<file path="config.mk">
export PLATFORM = sky130hd
export DESIGN_NAME = mdv_multi_flat
export DESIGN_NICKNAME = d
export VERILOG_FILES = /design/src/rtl/mdv_multi_if.sv /design/src/rtl/mdv_multi.sv /design/src/flat_wrapper.sv
export SDC_FILE = /design/constraint.sdc
export NUM_CORES = 1
export LEC_CHECK = 0
export BUFFER_PORTS_ARGS = -buffer_cell sky130_fd_sc_hd__buf_4
export CORE_MARGIN = 10
export CORE_UTILIZATION = 28
export DETAILED_ROUTE_END_ITERATION = 7
export GPL_TIMING_DRIVEN = 0
export PLACE_DENSITY = 0.46
export SLEW_MARGIN = 5
export SYNTH_ARGS = -nofsm -noshare
export SYNTH_HDL_FRONTEND = slang
export SYNTH_SLANG_ARGS = --single-unit
</file>
<file path="constraint.sdc">
create_clock -name mdv_clk -period 4.7 [get_ports mdv_clk]
set_input_delay 0.47 -clock mdv_clk [delete_from_list [all_inputs] [get_ports mdv_clk]]
set_output_delay 0.47 -clock mdv_clk [all_outputs]
set_load 0.01 [all_outputs]
</file>
<file path="src/rtl/mdv_multi_if.sv">
// mdv_multi_if -- word-fetch bus between the microdrive replay engine and
// the memory holding the drive images.
//   mem_req  : word fetch request, held until mem_ack
//   mem_addr : 25-bit word address of the requested word
//   mem_ack  : one-cycle completion, mem_din valid in the same cycle
//   mem_din  : fetched 16-bit word
// master = replay engine, slave = memory side.
interface mdv_multi_if;
  logic        mem_req;
  logic [24:0] mem_addr;
  logic        mem_ack;
  logic [15:0] mem_din;

  modport master (output mem_req, output mem_addr, input mem_ack, input mem_din);
  modport slave  (input mem_req, input mem_addr, output mem_ack, output mem_din);
endinterface

</file>
<file path="src/rtl/mdv_multi.sv">
// mdv_multi -- multi-drive microdrive replay engine. Streams the records of
// the selected drive image (gap / header / gap / sector) out one bit per
// clock, fetching 16-bit words from memory one word ahead of the shifter.
//
// Ports:
//   mdv_clk   in   bit clock, one bit per rising edge
//   reset     in   asynchronous, active-high
//   sel       in   drive select, lowest set bit wins, all zero = motor off
//   len_we    in   load image length of drive len_idx
//   len_idx   in   drive index for len_we (>= DRIVES ignored)
//   len       in   image length in words
//   mem       if   word-fetch bus (mdv_multi_if.master)
//   gap       out  1 while off or in a gap (IRQ source)
//   rx_ready  out  byte strobe
//   dout      out  current byte
//   sector    out  sector counter
//   underrun  out  sticky fetch-late flag, cleared on restart
//
// Build option: define MDV_REVERSE_EN to replay records in descending
// order; otherwise records are replayed in ascending order with wrap.
module mdv_multi #(
  parameter int          DRIVES       = 2,
  parameter logic [24:0] BASE_ADDR    = 25'h800000,
  parameter logic [24:0] DRIVE_STRIDE = 25'h020000,
  parameter int          GAP_WORDS    = 35,
  parameter int          HDR_WORDS    = 14,
  parameter int          SEC_WORDS    = 329
) (
  input  logic              mdv_clk,
  input  logic              reset,
  input  logic [DRIVES-1:0] sel,
  input  logic              len_we,
  input  logic [2:0]        len_idx,
  input  logic [15:0]       len,
  mdv_multi_if.master       mem,
  output logic              gap,
  output logic              rx_ready,
  output logic [7:0]        dout,
  output logic [7:0]        sector,
  output logic              underrun
);

  localparam int REC = HDR_WORDS + SEC_WORDS;

  localparam logic [1:0] ST_OFF = 2'd0;
  localparam logic [1:0] ST_GAP = 2'd1;
  localparam logic [1:0] ST_HDR = 2'd2;
  localparam logic [1:0] ST_SEC = 2'd3;

  // Image base address of every possible drive slot.
  logic [24:0] base_tab [8];
  genvar gi;
  generate
    for (gi = 0; gi < 8; gi++) begin : g_base
      assign base_tab[gi] = BASE_ADDR + 25'(gi) * DRIVE_STRIDE;
    end
  endgenerate

  logic [15:0] len_reg [8];

  logic [1:0]  state_reg;
  logic [3:0]  bit_cnt_reg;
  logic [15:0] word_cnt_reg;
  logic        next_hdr_reg;
  logic [15:0] rec_off_reg;
  logic [24:0] addr_reg;
  logic        req_reg;
  logic [15:0] buf_reg;
  logic        buf_full_reg;
  logic [15:0] shift_reg;
  logic        valid_reg;
  logic [7:0]  sector_reg;
  logic        underrun_reg;
  logic [2:0]  run_idx_reg;
  logic [15:0] run_len_reg;

  // Active drive = lowest set select bit.
  logic [2:0] act_idx;
  logic       act_any;
  always_comb begin
    act_idx = 3'd0;
    act_any = 1'b0;
    for (int i = DRIVES - 1; i >= 0; i--) begin
      if (sel[i]) begin
        act_idx = 3'(i);
        act_any = 1'b1;
      end
    end
  end

  logic [15:0] act_len;
  logic [24:0] act_base;
  logic        present;
  assign act_len  = len_reg[act_idx];
  assign act_base = base_tab[act_idx];
  assign present  = act_any && (act_len >= 16'(REC));

  // The fetch address must stay inside the active image.
  logic [25:0] addr_ext, lo_ext, hi_ext;
  logic        out_of_range;
  assign addr_ext     = {1'b0, addr_reg};
  assign lo_ext       = {1'b0, act_base};
  assign hi_ext       = lo_ext + {10'd0, act_len};
  assign out_of_range = (addr_ext < lo_ext) || (addr_ext >= hi_ext);

  logic restart;
  assign restart = present && ((state_reg == ST_OFF) || (act_idx != run_idx_reg) ||
                               (act_len != run_len_reg) || out_of_range);

  logic        word_end, last_word, in_rec, idx_ok, fill_now, filled;
  logic [15:0] buf_eff;
  assign word_end = (bit_cnt_reg == 4'd15);
  assign in_rec   = (state_reg == ST_HDR) || (state_reg == ST_SEC);
  assign idx_ok   = (word_cnt_reg > 16'd5) &&
                    !((state_reg == ST_SEC) && (word_cnt_reg >= 16'd8) && (word_cnt_reg <= 16'd11));
  // An ack landing on the boundary cycle still counts as in time.
  assign fill_now = req_reg && mem.mem_ack;
  assign filled   = buf_full_reg || fill_now;
  assign buf_eff  = fill_now ? mem.mem_din : buf_reg;

  always_comb begin
    last_word = 1'b0;
    case (state_reg)
      ST_GAP:  last_word = (word_cnt_reg == 16'(GAP_WORDS - 1));
      ST_HDR:  last_word = (word_cnt_reg == 16'(HDR_WORDS - 1));
      ST_SEC:  last_word = (word_cnt_reg == 16'(SEC_WORDS - 1));
      default: last_word = 1'b0;
    endcase
  end

  // Offset of the record that follows the current one.
  logic [15:0] next_off;
`ifdef MDV_REVERSE_EN
  assign next_off = (rec_off_reg == 16'd0) ? (act_len - 16'(REC)) : (rec_off_reg - 16'(REC));
`else
  assign next_off = ((17'(rec_off_reg) + 17'(2 * REC)) > {1'b0, act_len}) ? 16'd0
                                                                          : (rec_off_reg + 16'(REC));
`endif

  always_ff @(posedge mdv_clk or posedge reset) begin
    if (reset) begin
      for (int i = 0; i < 8; i++) len_reg[i] <= 16'd0;
    end else if (len_we && (int'(len_idx) < DRIVES)) begin
      len_reg[len_idx] <= len;
    end
  end

  always_ff @(posedge mdv_clk or posedge reset) begin
    if (reset) begin
      state_reg    <= ST_OFF;
      bit_cnt_reg  <= 4'd0;
      word_cnt_reg <= 16'd0;
      next_hdr_reg <= 1'b1;
      rec_off_reg  <= 16'd0;
      addr_reg     <= BASE_ADDR;
      req_reg      <= 1'b0;
      buf_reg      <= 16'd0;
      buf_full_reg <= 1'b0;
      shift_reg    <= 16'd0;
      valid_reg    <= 1'b0;
      sector_reg   <= 8'd0;
      underrun_reg <= 1'b0;
      run_idx_reg  <= 3'd0;
      run_len_reg  <= 16'd0;
    end else if (restart) begin
      state_reg    <= ST_GAP;
      bit_cnt_reg  <= 4'd0;
      word_cnt_reg <= 16'd0;
      next_hdr_reg <= 1'b1;
      rec_off_reg  <= 16'd0;
      addr_reg     <= act_base;
      req_reg      <= 1'b0;
      buf_full_reg <= 1'b0;
      valid_reg    <= 1'b0;
      sector_reg   <= 8'd0;
      underrun_reg <= 1'b0;
      run_idx_reg  <= act_idx;
      run_len_reg  <= act_len;
    end else if (!present) begin
      state_reg    <= ST_OFF;
      bit_cnt_reg  <= 4'd0;
      req_reg      <= 1'b0;
      buf_full_reg <= 1'b0;
      valid_reg    <= 1'b0;
    end else begin
      bit_cnt_reg <= bit_cnt_reg + 4'd1;
      if (fill_now) begin
        buf_reg      <= mem.mem_din;
        buf_full_reg <= 1'b1;
        req_reg      <= 1'b0;
      end
      if (word_end) begin
        valid_reg <= 1'b0;
        if (in_rec) begin
          shift_reg    <= buf_eff;
          buf_full_reg <= 1'b0;
          valid_reg    <= filled && idx_ok;
          if (!filled) underrun_reg <= 1'b1;
        end
        if (last_word) begin
          word_cnt_reg <= 16'd0;
          case (state_reg)
            ST_GAP: begin
              // First word of the header/sector is requested as the gap ends.
              state_reg    <= next_hdr_reg ? ST_HDR : ST_SEC;
              next_hdr_reg <= !next_hdr_reg;
              req_reg      <= 1'b1;
            end
            ST_HDR: begin
              state_reg <= ST_GAP;
              addr_reg  <= addr_reg + 25'd1;
              req_reg   <= 1'b0;
            end
            ST_SEC: begin
              state_reg   <= ST_GAP;
              sector_reg  <= sector_reg + 8'd1;
              rec_off_reg <= next_off;
              addr_reg    <= act_base + 25'(next_off);
              req_reg     <= 1'b0;
            end
            default: state_reg <= ST_OFF;
          endcase
        end else begin
          word_cnt_reg <= word_cnt_reg + 16'd1;
          if (in_rec) begin
            addr_reg <= addr_reg + 25'd1;
            req_reg  <= 1'b1;
          end
        end
      end
    end
  end

  assign mem.mem_req  = req_reg;
  assign mem.mem_addr = addr_reg;
  assign gap          = (state_reg == ST_OFF) || (state_reg == ST_GAP);
  assign dout         = bit_cnt_reg[3] ? shift_reg[7:0] : shift_reg[15:8];
  assign rx_ready     = present && valid_reg && (bit_cnt_reg[2:0] == 3'd2);
  assign sector       = sector_reg;
  assign underrun     = underrun_reg;

endmodule

</file>
<file path="src/flat_wrapper.sv">
// flat-port wrapper written by rule: the top's interface ports become plain ports
module mdv_multi_flat 
#(
  parameter int          DRIVES       = 2,
  parameter logic [24:0] BASE_ADDR    = 25'h800000,
  parameter logic [24:0] DRIVE_STRIDE = 25'h020000,
  parameter int          GAP_WORDS    = 35,
  parameter int          HDR_WORDS    = 14,
  parameter int          SEC_WORDS    = 329
)
  (mdv_clk, reset, sel, len_we, len_idx, len, gap, rx_ready, dout, sector, underrun, mem_mem_req, mem_mem_addr, mem_mem_ack, mem_mem_din);
  mdv_multi_if mem_i ();
  input  logic mdv_clk;
  input  logic reset;
  input  logic [DRIVES-1:0] sel;
  input  logic len_we;
  input  logic [2:0] len_idx;
  input  logic [15:0] len;
  output logic gap;
  output logic rx_ready;
  output logic [7:0] dout;
  output logic [7:0] sector;
  output logic underrun;
  output wire logic [$bits(mem_i.mem_req)-1:0] mem_mem_req;
  output wire logic [$bits(mem_i.mem_addr)-1:0] mem_mem_addr;
  input wire logic [$bits(mem_i.mem_ack)-1:0] mem_mem_ack;
  input wire logic [$bits(mem_i.mem_din)-1:0] mem_mem_din;
  assign mem_mem_req = mem_i.mem_req;
  assign mem_mem_addr = mem_i.mem_addr;
  assign mem_i.mem_ack = mem_mem_ack;
  assign mem_i.mem_din = mem_mem_din;
  mdv_multi #(.DRIVES(DRIVES), .BASE_ADDR(BASE_ADDR), .DRIVE_STRIDE(DRIVE_STRIDE), .GAP_WORDS(GAP_WORDS), .HDR_WORDS(HDR_WORDS), .SEC_WORDS(SEC_WORDS)) u_core (.mdv_clk(mdv_clk), .reset(reset), .sel(sel), .len_we(len_we), .len_idx(len_idx), .len(len), .mem(mem_i), .gap(gap), .rx_ready(rx_ready), .dout(dout), .sector(sector), .underrun(underrun));
endmodule
</file>
==> qor.txt, run 1 <==
startpoint types -> input port
fin util -> 34.5%
post-route insts no fill -> 1601
CTS max path bufs -> 2
peak supply drop -> 0.255 mV
initial antenna violation count -> 0
area leader, netlist -> dfrtp_1
critical path data required time -> 5.08 ns
Final GP Congestion -> 0.830
filler instances -> 3528
area taken by flip-flops and latches -> 3930 µm²
max reg flops -> 32
clock skew -> 0.0209 ns
Power Density -> 310 nW/µm²
Reg clk slew, reported paths -> 0.07 ns
ys async rst share -> 100%
P_leak -> 5.06 nW
Seq/Total Area, Yosys -> 40.7%
Arr. time, crit path -> 4.89 ns
reg2reg path depth -> 21
vias in the first global route -> 8420
placeable core area -> 33800 µm²
Yosys cell types -> 73
Yosys top cell area share -> 40.2%
area of the multi-input gates -> 5400 µm²
Inst Count DP -> 1562
Synth Area in Adders -> 5.71%
maxcap violations -> 0
Seq cells post-synth -> 157
All-Layer GR Usage -> 15.2%
I/O pins -> 86
die area -> 42300 µm²
DIE WIDTH -> 206 µm
Register-to-Register Setup Slack -> 0.34 ns
Post-Syn Area -> 9650 µm²
simple-gate share of the synthesized area -> 19.5%
final slew viol count -> 0
dominant cells by area after synthesis -> dfrtp_1 40%, mux2_2 9.0%, ha_1 5.7%
worst hold path class -> input port to asynchronous set/reset pin
Gate Count Post-Synth -> 1024
Worst-Skew Late Latency -> 0.46 ns
synth warn -> 0
Area growth syn-to-layout -> 20.8%
share of layout cells above drive strength 1 -> 21.7%
Die Height -> 206 µm
Tightest Pin Transition -> 0.753 ns
DP HPWL -> 23600 µm
Num CTS Buffers -> 17
PortBufs -> 85
Final Cycle Share -> 96.1%
first-pass GRT wire length -> 49600 µm
run status -> completed
initial DRC count -> 530
WL final -> 31400 µm
vias per cell -> 5.12
Synth Area in Compound Gates -> 15.9%
EDFF count, synth -> 0
XOR/XNOR Fraction of Synth Area -> 3.81%
FF-to-FF End -> u_core.rec_off_reg[4]
Final ANT Viol Nets -> 0
Starting Density -> 28.6%
CP Max Fanout -> 10
H-tree lvl count -> 4
Post-Syn Nets -> 1109
DRC Markers -> 0
GRT overflow -> 0
First-pass DRT Iterations -> 4
fin nets -> 1225
root buf cell -> clkbuf_16
Fmax -> 0.221 GHz
wire per inst -> 19.6 µm
Final setup viols -> 0
CTS tree -> done
worst rel slew slack -> 49.3%
largest net degree at the start of global routing -> 33
mux contribution to synthesized area -> 10.4%
ANT cells -> 0
vias -> 8195
Clock Sink Count -> 157
Critical Path Sink Type -> flop
largest family of logic cells by synthesized area -> simple AND/OR/NAND/NOR gates
min Tclk post-route -> 4.52 ns
critical path type -> input port to flop
worst reg2reg startpoint -> u_core.rec_off_reg[2]
Synth Area per Inst -> 9.42 µm²
Hold Vio Cnt, Final -> 0
row count -> 67
top_reg_cell synth -> dfrtp_1
[worst max-delay path by stage]
| stage | startpoint | end | slack (ns) | cells after the start |
|---|---|---|---|---|
| finish | sel[0] | u_core.rec_off_reg[4] | 0.18 | 17 |
| floorplan | sel[0] | u_core.shift_reg[10] | 0.57 | 16 |
| detailed placement | sel[0] | u_core.buf_reg[2] | -1.86 | 16 |
| CTS | sel[0] | u_core.mem.mem_addr[0] | 0.02 | 18 |
| global placement | sel[0] | u_core.buf_reg[0] | -1.76 | 16 |
| global route | u_core.rec_off_reg[2] | u_core.rec_off_reg[4] | -0.03 | 21 |
[cell families after synthesis]
kind of cell,after synthesis
flip-flops,157
XOR/XNOR,42
adder cells (fa/ha/maj),44
buffers and inverters,95
AO/OA/AOI/OAI,240
multiplexers,89
AND/OR/NAND/NOR,357
[final cells by class]
class | count | area share, %
Tap cell | 448 | 4.81
Timing Repair Buffer | 97 | 6.78
Buffer | 50 | 2.07
Multi-Input combinational cell | 772 | 46.3
Clock buffer | 19 | 3.89
Sequential cell | 157 | 33.7
Clock inverter | 13 | 0.923
Inverter | 45 | 1.48
[layout by cell type, fill, tap and decap left out, types with 6 or more instances in the layout]
cell type    n
a21oi_1     53
a22o_1      14
a31oi_1     20
and2_1       6
and3_1      13
buf_4       94
clkbuf_1    26
clkbuf_16   17
clkbuf_2     8
dfrtp_1    155
ha_1        44
inv_1       44
mux2_2      77
mux2i_1      9
nand2_1     96
nand2b_1     9
nand3_1     41
nand4_1     27
nor2_1      51
nor2b_1     11
nor3_1      33
nor4_1      15
o211ai_1    11
o21a_1      13
o21ai_0     67
o221ai_1     6
o22ai_1     10
o31ai_1      7
or3_1        8
or4_1        8
xnor2_1     25
xor2_1      17
[stage by stage]
stage	TNS [ns]	hold slack, ns	area (µm²)	power [mW]	setup WS (ns)
6_report	0	0.0546	11700	3.61	0.185
3_3_place_gp	-155.85	0.476	10900	2.25	-1.76
4_1_cts	0	0.0477	11600	3.65	0.0151
5_1_grt	-0.0902	0.0717	11700	3.81	-0.0289
3_5_place_dp	-165.80	0.484	11000	2.26	-1.86
2_1_floorplan	0	0.454	9650	2.00	0.569
[worst max-delay path, cell delays in order]
cell and delay (ns):
buf_4 0.14, nand2b_4 0.18, buf_6 0.15, buf_2 0.26, mux2i_1 0.55, ha_1 0.36, a21oi_1 0.15, nor2_1 0.08
a2111oi_4 0.44, o311ai_0 0.19, or4_1 0.60, buf_4 0.22, nor4b_1 0.37, clkbuf_4 0.31, buf_6 0.17, a21oi_1 0.07
a31oi_1 0.16
[metal layers]
metal / track usage [%] / wire (µm)
met1: 19.2 / 14400
met3: 3.43 / 1330
met5: 0 / 0
met4: 5.28 / 651
met2: 24.9 / 15000
[cell usage after synthesis, types with 14 or more instances]
cell / count
a21oi_1: 53
clkbuf_1: 34
nor3_1: 33
a22o_1: 14
nand2_1: 96
dfrtp_1: 155
xnor2_1: 25
inv_1: 45
nor2_1: 52
xor2_1: 17
nor4_1: 16
a31oi_1: 20
ha_1: 44
nand4_1: 27
o21ai_0: 68
nand3_1: 41
mux2_2: 77
[where the power goes]
part / internal [mW] / total [mW] / leakage [nW] / switching (mW)
clock: 0.715 / 1.35 / 0.277 / 0.637
sequential: 1.46 / 1.58 / 2.08 / 0.128
combinational: 0.283 / 0.675 / 2.70 / 0.392
[timing repair]
item / in CTS / in global routing
buffers inserted: 2 / 5
hold buffers: 0 / 0
gates resized for setup: 14 / 13
setup endpoints to repair: 125 / 103
pin swaps: 2 / 2
No activity file was read; power rests on OpenSTA's default activity.
==> inputs of run 2 (changes only) <==
- HOLD_SLACK_MARGIN: default -> 0.02
- RECOVER_POWER: default -> 50
- REMOVE_ABC_BUFFERS: default -> 1
==> run 2 against run 1 <==
Effect of this change:
- the run now ends with max-capacitance violations, max-slew violations left
- first-iteration DRC count down 12%
- largest cell class unchanged
- non-clock buffer count down 39
- wire length down 6.1%
- critical path type unchanged
- sequential share of layout area up 0.20 points
- sequential power about the same
==> qor.txt, run 2 (synthesis gave the netlist of run 1 again) <==
clock skew -> 0.0152 ns
CTS Hold Bufs -> 0
fin nets -> 1188
DP HPWL -> 21100 µm
CTS max path bufs -> 2
Final Cycle Share -> 97.4%
failing checks -> max-capacitance violations, max-slew violations
vias -> 8101
critical path type -> input port to flop
Reg clk slew, reported paths -> 0.08 ns
critical path data required time -> 5.04 ns
met2 wire length -> 14500 µm
initial DRC count -> 465
Num CTS Buffers -> 17
Tightest Pin Transition -> 2.70 ns
placeable core area -> 33800 µm²
peak supply drop -> 0.261 mV
root buf cell -> clkbuf_16
All-Layer GR Usage -> 14.2%
Worst-Skew Late Latency -> 0.45 ns
area taken by flip-flops and latches -> 3930 µm²
ANT cells -> 0
area of the multi-input gates -> 5450 µm²
max reg flops -> 32
min Tclk post-route -> 4.58 ns
fin util -> 34.3%
max layer used -> met4
PortBufs -> 85
GRT overflow -> 0
Starting Density -> 28.6%
commonest non-fill, non-tap cell in the layout -> dfrtp_1
Final GP Congestion -> 0.801
Final ANT Viol Nets -> 0
P_leak -> 5.00 nW
Fmax -> 0.218 GHz
first-pass GRT wire length -> 47300 µm
First-pass DRT Iterations -> 4
Critical Path Sink Type -> flop
wire per inst -> 18.8 µm
I/O pins -> 86
Final setup viols -> 0
Area growth syn-to-layout -> 20.1%
DIE WIDTH -> 206 µm
H-tree lvl count -> 4
worst rel slew slack -> -81.3%
vias in the first global route -> 8305
WL met3 -> 1130 µm
filler instances -> 3496
Power, Total -> 3.83 mW
CP Max Fanout -> 16
Arr. time, crit path -> 4.92 ns
run status -> finished, violations left
setup ws final -> 0.123 ns
RSZ-0062 raised after global routing -> no
Die Height -> 206 µm
maxcap violations -> 1
DRC Markers -> 0
most frequent cells in the layout -> 155 x dfrtp_1, 97 x buf_4, 96 x nand2_1
Placement Setup Slack -> -1.58 ns
CTS tree -> done
startpoint types -> input port
die area -> 42300 µm²
Metal-1 WL -> 13400 µm
final slew viol count -> 61
initial antenna violation count -> 0
row count -> 67
largest net degree at the start of global routing -> 99
Hold Vio Cnt, Final -> 0
Clock Sink Count -> 157
WL final -> 29500 µm
vias per cell -> 5.18
worst hold path class -> input port to flop
share of layout cells above drive strength 1 -> 21.6%
Power Density -> 331 nW/µm²
-- run 2: layout make-up --
| type | instances | area share (%) |
|---|---|---|
| multi-input combinational | 774 | 47.0 |
| sequential | 157 | 33.9 |
| timing repair buffer | 108 | 6.94 |
| tap | 448 | 4.84 |
| clock buffer | 17 | 3.67 |
| clock inverter | 15 | 2.11 |
| inverter | 45 | 1.50 |
-- run 2: timing repair --
item,in CTS,in global routing
endpoints found under the setup margin,125,38
resized for setup,9,2
pin swaps,3,0
endpoints found under the hold margin,0,0
buffers inserted,9,2
gates cloned,1,1
-- run 2: critical path: stages --
cell and delay (ns):
buf_4 0.16, nand2b_4 0.35, clkinvlp_4 0.15, buf_4 0.19, buf_4 0.16, nand2_1 0.06, nand2_1 0.06, inv_1 0.10
ha_1 0.26, a211o_1 0.33, a2111oi_2 0.44, o311ai_0 0.24, or4_4 0.72, nor4_4 0.45, buf_4 0.24, buf_4 0.18
mux2_2 0.34
-- run 2: report_power, final --
| group | leakage [nW] | switching [mW] | total, mW | internal (mW) |
|---|---|---|---|---|
| Combinational | 2.59 | 0.374 | 0.643 | 0.269 |
| Clock | 0.326 | 0.681 | 1.60 | 0.921 |
| Sequential | 2.08 | 0.132 | 1.59 | 1.46 |
| Total | 5.00 | 1.19 | 3.83 | 2.65 |
-- run 2: per-stage QoR --
step	area [µm²]	setup TNS, ns	cells	hold WS, ns
after floorplan	9430	-49.18	974	0.454
after global placement	10600	-712.40	1507	0.478
after detailed placement	10800	-159.67	1519	0.481
after CTS	11600	0	1561	0.0487
after global routing	11600	0	1564	0.246
final	11600	0	1564	0.240
-- run 2: worst paths after layout --
path                                            start                 endpoint  slack (ns)  cells after the start
worst max-delay path                           sel[0]      u_core.shift_reg[2]        0.12                     17
worst min-delay path                           len[9]      u_core.len_reg[121]        0.24                      3
worst max register to register     u_core.len_reg[98]      u_core.shift_reg[2]        0.37                     11
worst min register to register  u_core.bit_cnt_reg[0]    u_core.bit_cnt_reg[0]        0.49                      1
max in group asynchronous                       reset      u_core.len_reg[121]        1.44                      3
min in group asynchronous                       reset  u_core.mem.mem_addr[21]        0.77                      2
-- run 2: layer usage --
layer,GRT usage (%),up-vias
li1,-,3931
met1,18.2,4021
met2,23.6,119
met3,3.04,30
met4,3.73,0
met5,0,-
